==> src/rtl/uart_pkg.sv <==
// Shared types and ASCII constants for the UART receiver and its optional hex decoder.
package uart_pkg;

    typedef enum logic [2:0] {
        StIdle,
        StStart,
        StData,
        StStop,
        StBreak
    } rx_state_e;

    localparam logic [7:0] AsciiZero    = 8'h30;
    localparam logic [7:0] AsciiNine    = 8'h39;
    localparam logic [7:0] AsciiLowerA  = 8'h61;
    localparam logic [7:0] AsciiLowerF  = 8'h66;
    localparam logic [7:0] AsciiUpperA  = 8'h41;
    localparam logic [7:0] AsciiUpperF  = 8'h46;
    localparam logic [7:0] AsciiNewline = 8'h0A;

    function automatic logic is_hex(input logic [7:0] c);
        return ((c >= AsciiZero) && (c <= AsciiNine)) ||
               ((c >= AsciiLowerA) && (c <= AsciiLowerF)) ||
               ((c >= AsciiUpperA) && (c <= AsciiUpperF));
    endfunction

    function automatic logic [3:0] hex_nibble(input logic [7:0] c);
        logic [7:0] v;
        if (c <= AsciiNine) begin
            v = c - AsciiZero;
        end else if (c >= AsciiLowerA) begin
            v = c - AsciiLowerA + 8'd10;
        end else begin
            v = c - AsciiUpperA + 8'd10;
        end
        return v[3:0];
    endfunction

endpackage

==> src/rtl/uart_rx_hexdec.sv <==
// ASCII hex pair decoder behind the UART receiver; compiled only with UART_RX_HEX_EN.
// Non-hex characters and framing errors drop any pending high nibble.
`ifdef UART_RX_HEX_EN
module uart_rx_hexdec
    import uart_pkg::*;
(
    input  logic       clk,
    input  logic       rst_n,
    input  logic [7:0] char_data,
    input  logic       char_valid,
    input  logic       char_err,
    output logic [7:0] byte_data,
    output logic       byte_valid
);

    logic       pending_q, pending_d;
    logic [3:0] hi_q, hi_d;
    logic [7:0] data_q, data_d;
    logic       valid_q, valid_d;

    always_comb begin
        pending_d = pending_q;
        hi_d      = hi_q;
        data_d    = data_q;
        valid_d   = 1'b0;
        if (char_err) begin
            pending_d = 1'b0;
        end else if (char_valid) begin
            if (!is_hex(char_data)) begin
                pending_d = 1'b0;
            end else if (pending_q) begin
                data_d    = {hi_q, hex_nibble(char_data)};
                valid_d   = 1'b1;
                pending_d = 1'b0;
            end else begin
                hi_d      = hex_nibble(char_data);
                pending_d = 1'b1;
            end
        end
    end

    always_ff @(posedge clk) begin
        if (!rst_n) begin
            pending_q <= 1'b0;
            hi_q      <= 4'h0;
            data_q    <= 8'h00;
            valid_q   <= 1'b0;
        end else begin
            pending_q <= pending_d;
            hi_q      <= hi_d;
            data_q    <= data_d;
            valid_q   <= valid_d;
        end
    end

    assign byte_data  = data_q;
    assign byte_valid = valid_q;

endmodule
`endif

==> src/rtl/uart_rx.sv <==
// 8N1 UART receiver with mid-bit sampling and break handling.
// Define UART_RX_HEX_EN to decode received ASCII hex pairs into bytes instead of raw output.
module uart_rx
    import uart_pkg::*;
#(
    parameter int unsigned UART_CLK_DIV = 868
) (
    input  logic       clk,
    input  logic       rst_n,
    input  logic       i_uart_rx,
    output logic       o_valid,
    output logic [7:0] o_data,
    output logic       o_ferr
);

    localparam logic [15:0] BitLast  = 16'(UART_CLK_DIV - 1);
    localparam logic [15:0] HalfLast = 16'(UART_CLK_DIV / 2 - 1);

    logic       sync_q, rx_s;
    logic [1:0] prime_q;
    logic       armed_q, armed_d;
    rx_state_e  state_q, state_d;
    logic [15:0] cnt_q, cnt_d;
    logic [2:0] idx_q, idx_d;
    logic [7:0] shift_q, shift_d;
    logic       byte_ok, frame_err;
    logic       ferr_q;

    // prime_q[1] marks rx_s as carrying a real line sample rather than the reset value;
    // armed_q requires the line to have been seen high before any start edge counts.
    assign armed_d = armed_q | (prime_q[1] & rx_s);

    always_comb begin
        state_d   = state_q;
        cnt_d     = cnt_q + 16'd1;
        idx_d     = idx_q;
        shift_d   = shift_q;
        byte_ok   = 1'b0;
        frame_err = 1'b0;
        unique case (state_q)
            StIdle: begin
                cnt_d = 16'd0;
                if (prime_q[1] && !rx_s) begin
                    state_d = armed_q ? StStart : StBreak;
                end
            end
            StStart: begin
                if (cnt_q == HalfLast) begin
                    cnt_d   = 16'd0;
                    idx_d   = 3'd0;
                    state_d = rx_s ? StIdle : StData;
                end
            end
            StData: begin
                if (cnt_q == BitLast) begin
                    cnt_d          = 16'd0;
                    shift_d[idx_q] = rx_s;
                    idx_d          = idx_q + 3'd1;
                    if (idx_q == 3'd7) begin
                        state_d = StStop;
                    end
                end
            end
            StStop: begin
                if (cnt_q == BitLast) begin
                    cnt_d     = 16'd0;
                    byte_ok   = rx_s;
                    frame_err = !rx_s;
                    state_d   = rx_s ? StIdle : StBreak;
                end
            end
            StBreak: begin
                cnt_d = 16'd0;
                if (rx_s) begin
                    state_d = StIdle;
                end
            end
            default: state_d = StIdle;
        endcase
    end

    always_ff @(posedge clk) begin
        if (!rst_n) begin
            sync_q  <= 1'b1;
            rx_s    <= 1'b1;
            prime_q <= 2'b00;
            armed_q <= 1'b0;
            state_q <= StIdle;
            cnt_q   <= 16'd0;
            idx_q   <= 3'd0;
            shift_q <= 8'h00;
            ferr_q  <= 1'b0;
        end else begin
            sync_q  <= i_uart_rx;
            rx_s    <= sync_q;
            prime_q <= {prime_q[0], 1'b1};
            armed_q <= armed_d;
            state_q <= state_d;
            cnt_q   <= cnt_d;
            idx_q   <= idx_d;
            shift_q <= shift_d;
            ferr_q  <= frame_err;
        end
    end

    assign o_ferr = ferr_q;

`ifdef UART_RX_HEX_EN
    uart_rx_hexdec u_hexdec (
        .clk        (clk),
        .rst_n      (rst_n),
        .char_data  (shift_q),
        .char_valid (byte_ok),
        .char_err   (frame_err),
        .byte_data  (o_data),
        .byte_valid (o_valid)
    );
`else
    logic       valid_q;
    logic [7:0] data_q;

    always_ff @(posedge clk) begin
        if (!rst_n) begin
            valid_q <= 1'b0;
            data_q  <= 8'h00;
        end else begin
            valid_q <= byte_ok;
            if (byte_ok) begin
                data_q <= shift_q;
            end
        end
    end

    assign o_valid = valid_q;
    assign o_data  = data_q;
`endif

endmodule

==> config.mk <==
export PLATFORM = sky130hd
export DESIGN_NAME = uart_rx
export DESIGN_NICKNAME = d
export VERILOG_FILES = /design/src/rtl/uart_pkg.sv /design/src/rtl/uart_rx_hexdec.sv /design/src/rtl/uart_rx.sv
export SDC_FILE = /design/constraint.sdc
export NUM_CORES = 1
export LEC_CHECK = 0
export CAP_MARGIN = 20
export CELL_PAD_IN_SITES_DETAIL_PLACEMENT = 1
export CELL_PAD_IN_SITES_GLOBAL_PLACEMENT = 1
export CORE_MARGIN = 3
export CORE_UTILIZATION = 42
export CTS_CLUSTER_DIAMETER = 200
export DETAILED_ROUTE_END_ITERATION = 8
export PLACE_DENSITY_LB_ADDON = 0.05
export SYNTH_ARGS = -nofsm -noshare
export SYNTH_HDL_FRONTEND = slang
export SYNTH_SLANG_ARGS = --single-unit
export TNS_END_PERCENT = 20
==> constraint.sdc <==
create_clock -name clk -period 2.62 [get_ports clk]
set_input_delay 0.393 -clock clk [delete_from_list [all_inputs] [get_ports clk]]
set_output_delay 0.393 -clock clk [all_outputs]
set_load 0.01 [all_outputs]
Word-level counts from Yosys, hierarchy flattened
Index checks and enable logic that the tools add are counted.
W data, S select, Z words.

storage, ports and cells
  latch bits = 0
  memory bits (writable) = 0
  memories = 0
  output and inout bits = 10
  register bits = 45
  ROM bits = 0

operators by class
  eq/ne operators = 13
  divide/modulo/power cells = 0
  bitwise gates (word level) = 2
  multipliers = 0
  order comparisons = 2
  muxes and demuxes = 22
  reduce and logical (&&, ||, !) cells = 11
  $add $sub $neg = 2
  shift operators = 0

operator list
  cell                     count
  $pmux W16 S3             1
  $mux W16                 2
  $mux W3                  10
  $add A16 B1 Y16 const B  1
  $eq A16 B10 Y1 const B   1
  $eq A16 B9 Y1 const B    1
  $pmux W3 S5              1
  $ne A2 B2 Y1 const B     6
  $bwmux W8                1
  $eq A3 B2 Y1 const B     2
  $eq A3 B3 Y1 const B     2
  $pmux W3 S2              1
  $reduce_and A3 Y1        2
  $reduce_and A6 Y1        1
  $lt A3 B4 Y1 const B     1
  $mux W1                  4
  $reduce_or A2 Y1         2
  $add A3 B1 Y3 const B    1
  $demux W1 S3             1
  $eq A3 B1 Y1 const B     1
  $ge A3 B1 Y1 const B     1
  $logic_not A3 Y1         1
  $logic_and A1 B1 Y1      2
  $mux W2                  1
  other kinds (5)          5

Logic depth before layout (Yosys ltp)
Gate-level depths: netlist of run 1.

  depth after elaboration = 5
  mapped depth = 8
  gate-level depth less buffers = 7

Worst setup path before layout of run 1
No wires, ideal clock.

  kind = register -> register
  start = register cnt_q[3]
  end = register shift_q[0]
  data required time = 2489 ps
  library setup time = 131 ps
  buffers on the path = 1
  cell stages (with the launch flop) = 7
  slack = 551 ps
  arrival time = 1938 ps
  path through = dfxtp_1 > or4_4 > nand4b_4 > or4_4 > buf_6 > o311ai_2 > o41ai_2

between the ends
  word-level cells in the longest chain between the ends = 2

RTL lines
  element                      RTL line        text
  start, declared              uart_rx.sv:23   logic [15:0] cnt_q, cnt_d;
  start signal, assigned       uart_rx.sv:99   cnt_q <= cnt_d;
  $eq A16 B10 Y1               uart_rx.sv:55   if (cnt_q == BitLast) begin
  $reduce_and A2 Y1 (no line)  -
  end signal, assigned         uart_rx.sv:101  shift_q <= shift_d;
  end, declared                uart_rx.sv:25   logic [7:0] shift_q, shift_d;

No other way between the ends.
A chain may end at the register's enable or synchronous reset.

Worst setup path in the final report of run 1
  start = register cnt_q[3]
  end = register state_q[1]

between the ends
  word-level cells in the longest chain between the ends = 3
  elaborated cells on any way between the ends = 6
  classes of those cells = 5 x eq/ne; 1 x reduce/logical

RTL lines
  element                                          RTL line                                     text
  $eq A16 B10 Y1 or $eq A16 B9 Y1 (tied branches)  uart_rx.sv:55, uart_rx.sv:65, uart_rx.sv:48
  $ne A2 B2 Y1 (no line)                           -
  $reduce_and A6 Y1 (no line) *                    -
  end signal, assigned                             uart_rx.sv:88                                state_q <= StIdle;
  end signal, assigned                             uart_rx.sv:98                                state_q <= state_d;
  end, declared                                    uart_rx.sv:22                                rx_state_e state_q, state_d;

Every way passes the cells marked *; elsewhere a longest branch is shown, timed or not.

==> metrics.yaml, run 1 <==
hp-class: "reg -> reg"
cap_violations: 0
io_buffers: 12
diodes: 0
yosys.cell_types.count: 45
drc_errors: 0
final_layout_size_suffix_gt1_share_pct: 9.91
outcome: "finished clean"
crit_type: "reg -> reg"
coreArea_sq_um: 4500
yosys_warnings: 0
start_kind: "register"
slew_violations: 0
cts_resized: 0
clk_latency_ns: 0.30
first_pass_iters: 4
finalHoldViolCount: 0
synth_area_leaders: "dfxtp_1 45%, mux2i_1 6.9%, nor2_1 5.9%, xor2_1 4.3%, ha_1 2.5%"
path_cells: "or4_4, nand4b_4, a32oi_2, or4b_1, a21oi_1"
cp-end-kind: "register"
vias_per_cell: 5.55
yosysMostFrequentCell: "dfxtp_1"
required_ns: 2.84
die_area_sq_um: 5690
multiInputGateArea_sq_um: 1060
area_growth_pct: 12.0
synth.net_count: 216
postRouteAntennaNets: 0
synth_flop_cell: "dfxtp_1"
ios: 13
clk_path_buf_depth: 2
ys_seq_elements: 45
fillCellCount: 518
grt_overflow: 0
postCtsSetupBuffers: 0
p_leak_nw: 0.884
yosysSeqAreaShare_pct: 44.5
clk_pin_slew_ns: 0.08
grtUsageTotal_pct: 16.9
grt_pass1_wl_microns: 7310
syn_area_sq_um: 2020
fp.dieH_microns: 75.4
grt_pass1_vias: 1564
dieWidth_microns: 75.4
fmax_mhz: 467
ir_drop_mv: 0.333
min_period_ns: 2.14
cts-hold-fix-buffers: 0
tritoncts: "built"
antenna_found_initial: 0
wl_per_cell_microns: 15.5
crit_fanout: 5
drt_iter0_markers: 34
finalClockSkew_ns: 0.00626
synth_area_leader_cell: "dfxtp_1"
root_buffer: "clkbuf_8"
synth_top_area_share_pct: 44.5
initial_core_util_pct: 44.9
cp.arrival_ns: 2.37
num_vias: 1520
cts.sinks: 45
wl_microns: 4240
dp_hpwl_microns: 3160
async_flop_share_pct: 0
cts_buffers: 5
slowest_stage: "or4_4"
avgSynthCellArea_sq_um: 9.68
worst_slew_pin_slew_ns: 0.497
area.sequential_sq_um: 901
critPathMaxStageDelay_ns: 0.55
ys_top_cells_by_count: "45 x dfxtp_1, 32 x nor2_1, 14 x mux2i_1"
synth-edff-count: 0
rsz0062_at_grt: "false"
grt_start_max_net_pins: 17
num_rows: 24
nNetsFinal: 228
fin_crit_sh_pct: 81.7
finalSetupTns_ns: 0
synthCells: 209
finalSetupViolations: 0
h-tree-depth: 2
gp_congestion: 0.821
power_density_nw_per_um2: 506
whs_ns: 0.417
relSlewSlack_pct: 66.8
==> worst max-delay path, delay by kind of cell, from the launching register on <==
kind,cells,cell delay (ns)
compound gates,2,0.47
flops,1,0.35
simple gates,3,1.25
==> per-layer routing <==
layer  up-vias  wire length, microns  GRT usage [%]
li1        759                     -              -
met1       735                  2030           21.7
met2        20                  2020           26.9
met3         6                   129           4.88
met4         0                    61           6.21
met5         -                     0              0
==> kinds of logic (layout without fill, tap and decap cells) <==
logic type	count (synthesis)	in the layout	share of synthesized area (%)
AO/OA/AOI/OAI	26	26	10.6
XOR/XNOR	14	14	6.06
adder cells (fa/ha/maj)	4	4	2.47
buffers and inverters	15	28	3.28
flip-flops	45	45	44.5
multiplexers	14	14	6.93
AND/OR/NAND/NOR	91	91	26.2
==> flip-flops by register name (all words and copies together), names as in the netlist <==
| signal | flops |
|---|---|
| sync_q | 1 |
| o_valid | 1 |
| idx_q | 3 |
| shift_q | 8 |
| prime_q | 2 |
| rx_s | 1 |
| state_q | 3 |
| armed_q | 1 |
| o_ferr | 1 |
| o_data | 8 |
| cnt_q | 16 |
==> layout make-up <==
type,instances,area share [%]
Clock buffer,6,3.20
Clock inverter,2,0.442
Inverter,5,0.828
Multi-Input combinational cell,149,46.6
Sequential cell,45,39.8
Tap cell,52,2.87
Timing Repair Buffer,15,6.29
==> per-stage QoR <==
step / setup WS [ns] / instance area [sq um] / power (W) / utilization (%) / instances
4_1_cts: 0.458 / 2270 / 0.00116 / 50.3 / 274
5_1_grt: 0.318 / 2270 / 0.00119 / 50.3 / 274
3_3_place_gp: 0.546 / 2180 / 0.000750 / 48.5 / 266
6_report: 0.479 / 2270 / 0.00115 / 50.3 / 274
3_5_place_dp: 0.477 / 2180 / 0.000752 / 48.5 / 266
2_1_floorplan: 0.551 / 2020 / 0.000739 / - / 209
==> report_power, final <==
| group | total, W | leakage, nW | internal, W | switching (W) |
|---|---|---|---|---|
| combinational | 0.0000378 | 0.475 | 0.0000155 | 0.0000222 |
| sequential | 0.000698 | 0.364 | 0.000689 | 0.00000803 |
| clock | 0.000412 | 0.0450 | 0.000185 | 0.000227 |
==> layout by cell type, fill, tap and decap left out, types with 2 or more instances in the layout <==
cell / n
nor2_1: 32
a31oi_1: 2
xor2_1: 10
nor3_1: 4
o31ai_1: 2
nor3b_1: 2
o211ai_1: 2
clkdlybuf4s50_1: 12
buf_4: 3
nand3_1: 8
dfxtp_1: 45
clkbuf_8: 5
ha_1: 4
mux2i_1: 14
or4b_1: 2
and2_1: 3
clkinv_2: 2
o21ai_0: 2
nor3b_2: 2
xnor2_1: 4
and4_1: 2
nand2b_1: 5
and3_1: 5
a21oi_1: 8
nand4_1: 5
inv_1: 5
nor4_1: 2
nand2_1: 11
or4_4: 2
==> worst paths after layout <==
path,start,end,slack [ns],cells after the start
worst max-delay path,cnt_q[3]$_SDFF_PN0_,state_q[1]$_SDFFE_PN0P_,0.48,5
worst min-delay path,sync_q$_SDFF_PN1_,rx_s$_SDFF_PN1_,0.42,1
worst max register to register,cnt_q[3]$_SDFF_PN0_,state_q[1]$_SDFFE_PN0P_,0.48,5
worst min register to register,sync_q$_SDFF_PN1_,rx_s$_SDFF_PN1_,0.42,1
Note: power is estimated with default switching activity, not from simulation.
==> run 2: changes to the inputs <==
- CORE_UTILIZATION: 42 -> 41
- clock period: 2.62 -> 1.9 ns (I/O delays scaled with it)
==> run 2 against run 1 <==
  * Critical endpoint is now shift_q[7]$_SDFFE_PN0P_
  * Worst setup slack got worse by 0.66 ns
  * Design area grew 14%
  * Highest routed layer unchanged
  * First-iteration DRC count grew to 2.7 times the previous value
  * The run now ends with negative setup slack left
  * Sequential share of layout area fell by 4.9 points
==> metrics.yaml, run 2 (same netlist as run 1, synthesis figures left out) <==
required_ns: 2.08  # -0.76 ns
r2r_slack_ns: -0.18  # -0.66 ns
p_seq_share_pct: 54.0  # -6.8 points
swShare_pct: 20.6  # -1.8 points
diodes: 0  # unchanged
drc_errors: 0  # unchanged
clk_latency_ns: 0.29  # about the same
hp-class: "reg -> reg"
postRouteAntennaNets: 0  # unchanged
num_rows: 24  # unchanged
wl_microns: 5260  # +24%
crit_type: "reg -> reg"
mostFrequentLayoutCells: "43 x dfxtp_1, 32 x nor2_1, 27 x buf_4"
drt_iter0_markers: 92  # +170%
die_area_sq_um: 5810  # +2.2%
fin_crit_sh_pct: 109  # +28 points
h-tree-depth: 2  # unchanged
post_dp_cell_area_sq_um: 2390  # +9.4%
layout_setup_ws_ns: -0.178  # -0.657 ns
internal-power_w: 0.00141  # +59%
cp-end-kind: "register"
cts.sinks: 45  # unchanged
p_leak_nw: 1.05  # +18%
relSlewSlack_pct: 77.1  # +10 points
antenna_found_initial: 0  # unchanged
io_buffers: 12  # unchanged
cts-hold-fix-buffers: 0  # unchanged
fp.dieH_microns: 76.2  # +1.1%
gp_congestion: 0.831  # +1.3%
dieWidth_microns: 76.2  # +1.1%
grt_overflow: 0  # unchanged
clk_path_buf_depth: 2  # unchanged
min_period_ns: 2.08  # -0.0630 ns
slowest_stage: "or4_4"
initial_core_util_pct: 44.3  # -0.59 points
vias_per_cell: 5.36  # -3.4%
first_pass_iters: 4  # unchanged
start_kind: "register"
largest_reg_flops: 16  # unchanged
grt_start_max_net_pins: 18  # +1
worst_slew_pin_slew_ns: 0.344  # -0.154 ns
fmax_mhz: 481  # +3.0%
grt_pass1_wl_microns: 8940  # +22%
comb_power_share_pct: 4.1  # +0.8 points
cp.arrival_ns: 2.26  # -0.11 ns
clkPwrFrac_pct: 41.8  # +5.9 points
dp_hpwl_microns: 3670  # +16%
final_layout_size_suffix_gt1_share_pct: 23.8  # +14 points
layout_commonest_cell: "dfxtp_1"
crit_fanout: 5  # unchanged
power_switching_w: 0.000367  # +43%
cp_common_cell: "buf_4"
power_density_nw_per_um2: 687  # +36%
coreArea_sq_um: 4560  # +1.3%
slew_violations: 0  # unchanged
failed_checks: "negative setup slack"
path_cells: "or4_4, buf_4, and2b_2, nand4_1, buf_6, buf_4, o211ai_1, o31ai_1"
tritoncts: "built"
clk_pin_slew_ns: 0.09  # about the same
finalSetupTns_ns: -1.79  # -1.79 ns
finalClockSkew_ns: 0.00940  # +0.00314 ns
grt_pass1_vias: 1809  # +16%
cts_buffers: 5  # unchanged
finalHoldViolCount: 0  # unchanged
top_register: "cnt_q"
grtUsageTotal_pct: 19.0  # +2.1 points
area_growth_pct: 28.1
root_buffer: "clkbuf_8"
cap_violations: 0  # unchanged
stdcell_area_sq_um: 2590  # +14%
rsz0062_at_grt: "true"
ir_drop_mv: 0.527  # +58%
ios: 13  # unchanged
outcome: "complete, but fails checks"
whs_ns: 0.431  # +0.0143 ns
nNetsFinal: 254  # +11%
wl_per_cell_microns: 16.8  # +8.6%
finalSetupViolations: 29  # +29
num_vias: 1677  # +10%
preCtsSetupSlack_ns: -0.162  # -0.639 ns
critPathMaxStageDelay_ns: 0.53  # -0.02 ns
==> run 2: cell types whose count changed in the layout (fill, tap and decap cells not counted), sizes merged <==
cell | previous run | this run
clkbuf | 6 | 7
bufinv | 0 | 1
clkinv | 2 | 0
buf | 3 | 29
==> run 2: per-layer routing <==
layer	share of wire [%]	vias to the layer above	routed length (microns)	track usage, %
met5	0	-	0	0
met4	2.0	0	106	7.61
met3	3.5	12	186	4.49
met2	50	32	2650	30.8
met1	44	820	2320	24.3
li1	-	813	-	-
==> run 2: power by group through the flow <==
stage / clock (W) / combinational [W] / sequential [W]
final: 0.000745 / 0.0000737 / 0.000962
after CTS: 0.000767 / 0.0000728 / 0.000961
after floorplan: 0 / 0.0000406 / 0.000978
after detailed placement: 0 / 0.0000634 / 0.000983
after global routing: 0.000818 / 0.0000802 / 0.000964
after global placement: 0 / 0.0000596 / 0.000983
==> run 2: layout make-up <==
cell class / count / area (sq um)
Clock inverter: 1 / 30.0
Timing Repair Buffer: 41 / 354
Tap cell: 65 / 81.3
Sequential cell: 45 / 903
Inverter: 5 / 18.8
Multi-Input combinational cell: 149 / 1120
Clock buffer: 7 / 86.3
Fill cell: 512 / 1970
==> run 2: stage by stage <==
step | cells | util, % | total power [W]
CTS | 311 | 55.9 | 0.00180
global placement | 301 | 52.3 | 0.00104
finish | 313 | 56.8 | 0.00178
global route | 313 | 56.8 | 0.00186
floorplan | 209 | - | 0.00102
detailed placement | 301 | 52.3 | 0.00105
==> run 2: final timing paths <==
path                              to  cells after the start           startpoint
max          shift_q[7]$_SDFFE_PN0P_                      8  cnt_q[3]$_SDFF_PN0_
min                  rx_s$_SDFF_PN1_                      1    sync_q$_SDFF_PN1_
max reg2reg  shift_q[7]$_SDFFE_PN0P_                      8  cnt_q[3]$_SDFF_PN0_
min reg2reg          rx_s$_SDFF_PN1_                      1    sync_q$_SDFF_PN1_
==> run 2: worst max-delay path, delay by kind of cell (launching register included) <==
| kind | cells | cell delay [ns] |
|---|---|---|
| simple gates | 3 | 0.94 |
| buf+inv | 3 | 0.47 |
| flops | 1 | 0.32 |
| compound gates | 2 | 0.24 |
==> run 2: what timing repair did <==
item | in CTS | in global routing
endpoints found under the setup margin | 28 | 30
setup buffers | 2 | 2
pin swaps | 4 | 4
gates resized for setup | 8 | 6
